File: src/rtl/cpu_mem_ctrl_pkg.sv
// Shared types and constants for the Cpu memory-side bridge.
//   ReqDataSz            - Cpu transfer size encoding (8/16/32/48 bits)
//   MemCtrlState         - bridge FSM states
//   mem_ctrl_num_beats() - number of 16-bit memory beats for a transfer size
package cpu_mem_ctrl_pkg;

    localparam int ADDR_W     = 32;
    localparam int DATA_MAX_W = 48;
    localparam int MEM_W      = 16;

    localparam int mem_ctrl_timeout_cyc = 255;

    typedef enum logic [1:0] {
        ReqDataSz8  = 2'd0,
        ReqDataSz16 = 2'd1,
        ReqDataSz32 = 2'd2,
        ReqDataSz48 = 2'd3
    } ReqDataSz;

    typedef enum logic {
        MemIdle = 1'b0,
        MemBeat = 1'b1
    } MemCtrlState;

    function automatic logic [1:0] mem_ctrl_num_beats(input ReqDataSz size);
        logic [1:0] n;
        case (size)
            ReqDataSz32: n = 2'd2;
            ReqDataSz48: n = 2'd3;
            default:     n = 2'd1;
        endcase
        return n;
    endfunction

endpackage

File: src/rtl/cpu_mem_lane_steer.sv
// Combinational byte-lane steering between the Cpu data bus and the 16-bit memory beat.
//   size, addr_lsb, beat_idx - latched transfer description and current beat
//   wr_data                  - latched Cpu write data
//   rd_data, rd_asm          - memory beat read data and read assembly register
//   be, wr_beat              - byte enables and write data for the current beat
//   rd_merged                - assembly register with the current beat merged in
//   rd_result                - final Cpu read value (8b reads pick one lane, zero-extended)
module cpu_mem_lane_steer
    import cpu_mem_ctrl_pkg::*;
(
    input  ReqDataSz              size,
    input  logic                  addr_lsb,
    input  logic [1:0]            beat_idx,
    input  logic [DATA_MAX_W-1:0] wr_data,
    input  logic [MEM_W-1:0]      rd_data,
    input  logic [DATA_MAX_W-1:0] rd_asm,
    output logic [1:0]            be,
    output logic [MEM_W-1:0]      wr_beat,
    output logic [DATA_MAX_W-1:0] rd_merged,
    output logic [DATA_MAX_W-1:0] rd_result
);

    always_comb begin
        be        = 2'b11;
        wr_beat   = '0;
        rd_merged = rd_asm;
        rd_result = '0;

        if (size == ReqDataSz8) begin
            be      = addr_lsb ? 2'b10 : 2'b01;
            // Byte replicated on both lanes so memory sees it whichever lane is enabled.
            wr_beat = {wr_data[7:0], wr_data[7:0]};
        end else begin
            case (beat_idx)
                2'd1:    wr_beat = wr_data[31:16];
                2'd2:    wr_beat = wr_data[47:32];
                default: wr_beat = wr_data[15:0];
            endcase
        end

        case (beat_idx)
            2'd0:    rd_merged = {rd_asm[47:16], rd_data};
            2'd1:    rd_merged = {rd_asm[47:32], rd_data, rd_asm[15:0]};
            2'd2:    rd_merged = {rd_data, rd_asm[31:0]};
            default: rd_merged = rd_asm;
        endcase

        if (size == ReqDataSz8)
            rd_result = DATA_MAX_W'(addr_lsb ? rd_merged[15:8] : rd_merged[7:0]);
        else
            rd_result = rd_merged;
    end

endmodule

File: src/rtl/cpu_mem_ctrl.sv
// Memory-side bridge for the Cpu core: splits a registered Cpu request into
// 16-bit memory beats and returns assembled read data, stalling the Cpu meanwhile.
//   clk, rst                         - clock, synchronous active-high reset
//   cpu_req_rd/wr/size, cpu_addr,
//   cpu_wr_data                      - Cpu request
//   cpu_enable, cpu_data_in          - Cpu stall control and read data
//   mem_req/we/be/addr/wr_data,
//   mem_rd_data, mem_ack             - 16-bit memory beat interface
//   err_misalign, err_timeout        - single-cycle error pulses
//
// state    | meaning
// MemIdle  | waiting for a Cpu request; Cpu enabled
// MemBeat  | beat beat_idx_q outstanding on memory; Cpu stalled
module cpu_mem_ctrl
    import cpu_mem_ctrl_pkg::*;
#(
    parameter int TIMEOUT_CYC = mem_ctrl_timeout_cyc
) (
    input  logic                  clk,
    input  logic                  rst,
    input  logic                  cpu_req_rd,
    input  logic                  cpu_req_wr,
    input  logic [1:0]            cpu_req_size,
    input  logic [ADDR_W-1:0]     cpu_addr,
    input  logic [DATA_MAX_W-1:0] cpu_wr_data,
    output logic                  cpu_enable,
    output logic [DATA_MAX_W-1:0] cpu_data_in,
    output logic                  mem_req,
    output logic                  mem_we,
    output logic [1:0]            mem_be,
    output logic [ADDR_W-1:0]     mem_addr,
    output logic [MEM_W-1:0]      mem_wr_data,
    input  logic [MEM_W-1:0]      mem_rd_data,
    input  logic                  mem_ack,
    output logic                  err_misalign,
    output logic                  err_timeout
);

    MemCtrlState           state_q;
    logic [ADDR_W-1:0]     addr_q;
    ReqDataSz              size_q;
    logic [DATA_MAX_W-1:0] wr_data_q;
    logic                  is_read_q;
    logic [1:0]            beat_idx_q;
    logic [1:0]            num_beats_q;
    logic [7:0]            tmo_cnt_q;
    logic [DATA_MAX_W-1:0] rd_asm_q;

    ReqDataSz              req_size;
    logic [1:0]            be_steer;
    logic [MEM_W-1:0]      wr_steer;
    logic [DATA_MAX_W-1:0] rd_merged;
    logic [DATA_MAX_W-1:0] rd_result;
    logic [ADDR_W-1:0]     beat_addr;
    logic                  last_beat;

    assign req_size  = ReqDataSz'(cpu_req_size);
    assign beat_addr = {addr_q[ADDR_W-1:1], 1'b0} + ADDR_W'({beat_idx_q, 1'b0});
    assign last_beat = (beat_idx_q == num_beats_q - 2'd1);

    cpu_mem_lane_steer u_steer (
        .size      (size_q),
        .addr_lsb  (addr_q[0]),
        .beat_idx  (beat_idx_q),
        .wr_data   (wr_data_q),
        .rd_data   (mem_rd_data),
        .rd_asm    (rd_asm_q),
        .be        (be_steer),
        .wr_beat   (wr_steer),
        .rd_merged (rd_merged),
        .rd_result (rd_result)
    );

    // Beat fields derive only from registers, so they hold steady until the ack edge;
    // gating with mem_req keeps them at zero while idle.
    assign mem_we      = mem_req & ~is_read_q;
    assign mem_be      = mem_req ? be_steer  : 2'b00;
    assign mem_addr    = mem_req ? beat_addr : '0;
    assign mem_wr_data = mem_req ? wr_steer  : '0;

    always_ff @(posedge clk) begin
        if (rst) begin
            state_q      <= MemIdle;
            addr_q       <= '0;
            size_q       <= ReqDataSz8;
            wr_data_q    <= '0;
            is_read_q    <= 1'b0;
            beat_idx_q   <= '0;
            num_beats_q  <= '0;
            tmo_cnt_q    <= '0;
            rd_asm_q     <= '0;
            mem_req      <= 1'b0;
            cpu_enable   <= 1'b1;
            cpu_data_in  <= '0;
            err_misalign <= 1'b0;
            err_timeout  <= 1'b0;
        end else begin
            err_misalign <= 1'b0;
            err_timeout  <= 1'b0;

            case (state_q)
                MemIdle: begin
                    if (cpu_req_rd | cpu_req_wr) begin
                        if (req_size != ReqDataSz8 && cpu_addr[0]) begin
                            err_misalign <= 1'b1;
                            cpu_data_in  <= '0;
                        end else begin
                            addr_q      <= cpu_addr;
                            size_q      <= req_size;
                            wr_data_q   <= cpu_wr_data;
                            is_read_q   <= cpu_req_rd;   // read wins when both are set
                            num_beats_q <= mem_ctrl_num_beats(req_size);
                            beat_idx_q  <= '0;
                            tmo_cnt_q   <= '0;
                            rd_asm_q    <= '0;
                            mem_req     <= 1'b1;
                            cpu_enable  <= 1'b0;
                            state_q     <= MemBeat;
                        end
                    end
                end

                MemBeat: begin
                    if (mem_ack) begin
                        if (is_read_q)
                            rd_asm_q <= rd_merged;
                        if (last_beat) begin
                            if (is_read_q)
                                cpu_data_in <= rd_result;
                            mem_req    <= 1'b0;
                            cpu_enable <= 1'b1;
                            state_q    <= MemIdle;
                        end else begin
                            beat_idx_q <= beat_idx_q + 2'd1;
                            tmo_cnt_q  <= '0;
                        end
                    end else if (tmo_cnt_q == 8'(TIMEOUT_CYC - 1)) begin
                        // This edge ends the TIMEOUT_CYC-th unacked cycle of the beat.
                        mem_req     <= 1'b0;
                        err_timeout <= 1'b1;
                        cpu_data_in <= '1;
                        cpu_enable  <= 1'b1;
                        state_q     <= MemIdle;
                    end else begin
                        tmo_cnt_q <= tmo_cnt_q + 8'd1;
                    end
                end

                default: state_q <= MemIdle;
            endcase
        end
    end

endmodule

File: config.mk
export PLATFORM = sky130hd
export DESIGN_NAME = cpu_mem_ctrl
export DESIGN_NICKNAME = d
export VERILOG_FILES = /design/src/rtl/cpu_mem_ctrl_pkg.sv /design/src/rtl/cpu_mem_lane_steer.sv /design/src/rtl/cpu_mem_ctrl.sv
export SDC_FILE = /design/constraint.sdc
export NUM_CORES = 1
export LEC_CHECK = 0
export BUFFER_PORTS_ARGS = -buffer_cell sky130_fd_sc_hd__buf_2
export CORE_MARGIN = 3
export CORE_UTILIZATION = 29
export DETAILED_ROUTE_END_ITERATION = 16
export SYNTH_ARGS = -nofsm -noshare
export SYNTH_HDL_FRONTEND = slang
export SYNTH_SLANG_ARGS = --single-unit
export TNS_END_PERCENT = 50
File: constraint.sdc
create_clock -name clk -period 6 [get_ports clk]
set_input_delay 1.2 -clock clk [delete_from_list [all_inputs] [get_ports clk]]
set_output_delay 1.2 -clock clk [all_outputs]
set_load 0.005 [all_outputs]
==> impl_results.md <==
* Status: completed
* Tmin final at 4.15 ns
* Core Footprint at 31100 µm²
* Total power at 3.20 mW
* Max cap viols at 0
* Total GRT Usage at 0.171
* Setup TNS at 0 ns
* Post-synthesis cell count at 1190
* Max Clk Rate at 241 MHz
* Post-CTS Setup Bufs at 0
* RD Place Congestion at 0.844
* Chip Width at 185 µm
* Initial core utilization at 0.299
* Post-DP Area at 10400 µm²
* Asr flop ratio synth at 0
* Tcrit/Tclk final at 0.691
* Clock skew at 0.0164 ns
* Power per Cell Area at 289 nW/µm²
* Clock Path Buffers at 2
* Iter 0 DRT Violations at 631
* Worst min-delay path class: register to register
* Fin util at 0.355
* Vias per inst at 5.30
* Mapped Area at 9310 µm²
* Synthesized net count at 1302
* Yosys top cell area share at 0.422
* Leakage at 4.19 nW
* Fill cells at 3296
* Most frequent cells after synthesis: 287 x nand2_1, 196 x dfxtp_1, 167 x a21oi_1
* Synth Area in Simple Gates at 0.207
* Area of the multi-input gates at 4730 µm²
* CTS tree: done
* Largest vdd supply drop at 0.187 mV
* H-tree depth at 4
* Pre-antenna DRT Iters at 7
* Die Y at 185 µm
* Nets at 1429
* Largest net degree at the start of global routing at 95
* Rel. slew slack at 0.231
* Place WS at 2.35 ns
* Inserted Clock Buffers at 17
* Area Growth Syn to Fin at 18.9%
* Area leader, netlist: dfxtp_1
* RSZ-0062 raised after global routing: no
* DR WL/cell at 17.7 µm
* Die area at 34300 µm²
* Share of cells above drive strength 1 at 0.212
* DR DRC count at 0
* Setup CP Type: register to output port
* Largest family of logic cells by synthesized area: compound AO/OA/AOI/OAI gates
* DRT Wirelength at 30.5 mm
* IO buf count at 204
* First-pass GRT wire length at 47.1 mm
* # IOs at 206
* Max FO, Critical Path at 20
* Vias at 9142
* Post-synthesis xor/xnor area fraction at 0.0132
* Clock Latency Late Sink at 0.44 ns
* Top post-synthesis cells by area: dfxtp_1 42%, nand2_1 12%, a21oi_1 9.0%
* Pins Over Slew Limit at 0
* Number of global-route vias before repair at 8466
* Final instance area at 11100 µm²
* Row cnt at 64
* DRT antenna net count at 0
* Clock root buffer: clkbuf_16
* Worst setup margin at 1.85 ns
* Post-synthesis sequential area ratio at 0.422
* Primary FF master, synth: dfxtp_1
* Clk slew on worst S/H paths at 0.08 ns
* Synth Area in Adders at 0.0129
* CP required at 4.80 ns
* Post-CTS sizing at 0
* Critical Path Sink Type: output port
* Worst setup SP type: register
* Final setup violation count at 0
* FF+latch count, synth at 196
* Most frequent cell after synthesis: nand2_1
* Avg Inst Size Synth at 7.82 µm²
* Final number of hold-violating endpoints at 0
* # clock sinks at 196
* Crit path DAT at 2.95 ns
* Sequential Area at 3920 µm²
* Synth cell types at 69
* Synth warnings at 0
* Worst-Margin Slew at 1.15 ns
* Post-synth EDFFs at 0
* Post-CTS Hold Buffers at 0
* Antenna diodes at 0
* Post-synthesis compound-gate area fraction at 0.268
* Initial antenna violation count at 2
* Post-synthesis mux area share at 0.00228
* Grt ovf at 0
* DP HPWL at 21.0 mm
metrics by stage:
step	hold WS [ns]	std cells
final	0.445	1726
after CTS	0.446	1726
after global routing	0.465	1726
after global placement	0.433	1694
after floorplan	0.432	1190
after detailed placement	0.430	1694
metal layers:
layer  track usage  share of wire  routed length, µm
met1         0.235           0.46              13900
met2         0.276           0.46              14100
met3        0.0407          0.069               2110
met4        0.0372          0.011                349
met5             0        0.00089                 27
worst paths after layout:
kind	startpoint	to	slack [ns]	cells past startpoint
hold / removal	cpu_data_in[45]	cpu_data_in[45]	0.44	2
hold reg to reg	cpu_data_in[45]	cpu_data_in[45]	0.44	2
setup reg to reg	state_q	rd_asm_q[41]	2.94	5
setup / recovery	beat_idx_q[0]	mem_addr[27]	1.85	6
area by class of cell:
| type | count | area share |
|---|---|---|
| well taps | 396 | 0.0448 |
| clock buffers | 18 | 0.0388 |
| multi-input cells | 832 | 0.427 |
| repair buffers | 212 | 0.0979 |
| flip-flops and latches | 196 | 0.355 |
| inverters | 58 | 0.0197 |
| clock inverters | 14 | 0.0173 |
sequential cells by signal (all words and copies together), names as in the netlist:
signal and flops:
state_q 1, size_q 2, addr_q 32, cpu_data_in 48
is_read_q 1, beat_idx_q 2, cpu_enable 1, err_misalign 1
mem_req 1, rd_asm_q 48, wr_data_q 48, err_timeout 1
tmo_cnt_q 8, num_beats_q 2
power by group:
part | leakage [nW] | internal (mW) | switching (mW)
clock | 0.298 | 0.639 | 0.574
sequential | 1.60 | 1.40 | 0.0768
combinational | 2.29 | 0.181 | 0.332
total | 4.19 | 2.22 | 0.982
placed cells by master (no fill, tap or decap), types with 10 or more instances in the layout:
cell	instances
a211oi_1	19
a21oi_1	167
a221oi_1	17
a22o_1	35
a22o_2	10
a22oi_1	29
a32oi_1	31
buf_2	203
clkbuf_16	17
dfxtp_1	196
inv_1	56
nand2_1	286
nand3_1	31
nand4_1	12
nor2_1	45
o21ai_0	17
o31ai_1	11
or3_1	11
or4_1	10
xor2_1	11
cell families (layout without fill, tap and decap cells):
kind of cell               after synthesis  count (layout)
and+or+nand+nor                        434             434
DFF                                    196             196
AOI/OAI and AO/OA                      372             372
adders and majority gates                9               9
buffers and inverters                  162             302
muxes                                    2               2
other                                    1               1
xor gates and xnor gates                14              14
critical path, stage by stage, from the launching register on:
cell and delay (ns):
dfxtp_1 0.46, ha_1 0.24, fa_1 0.33, nand4_1 0.56, or4_1 0.60, a21oi_1 0.17, buf_2 0.15
Power figures use the tool's default switching activity.
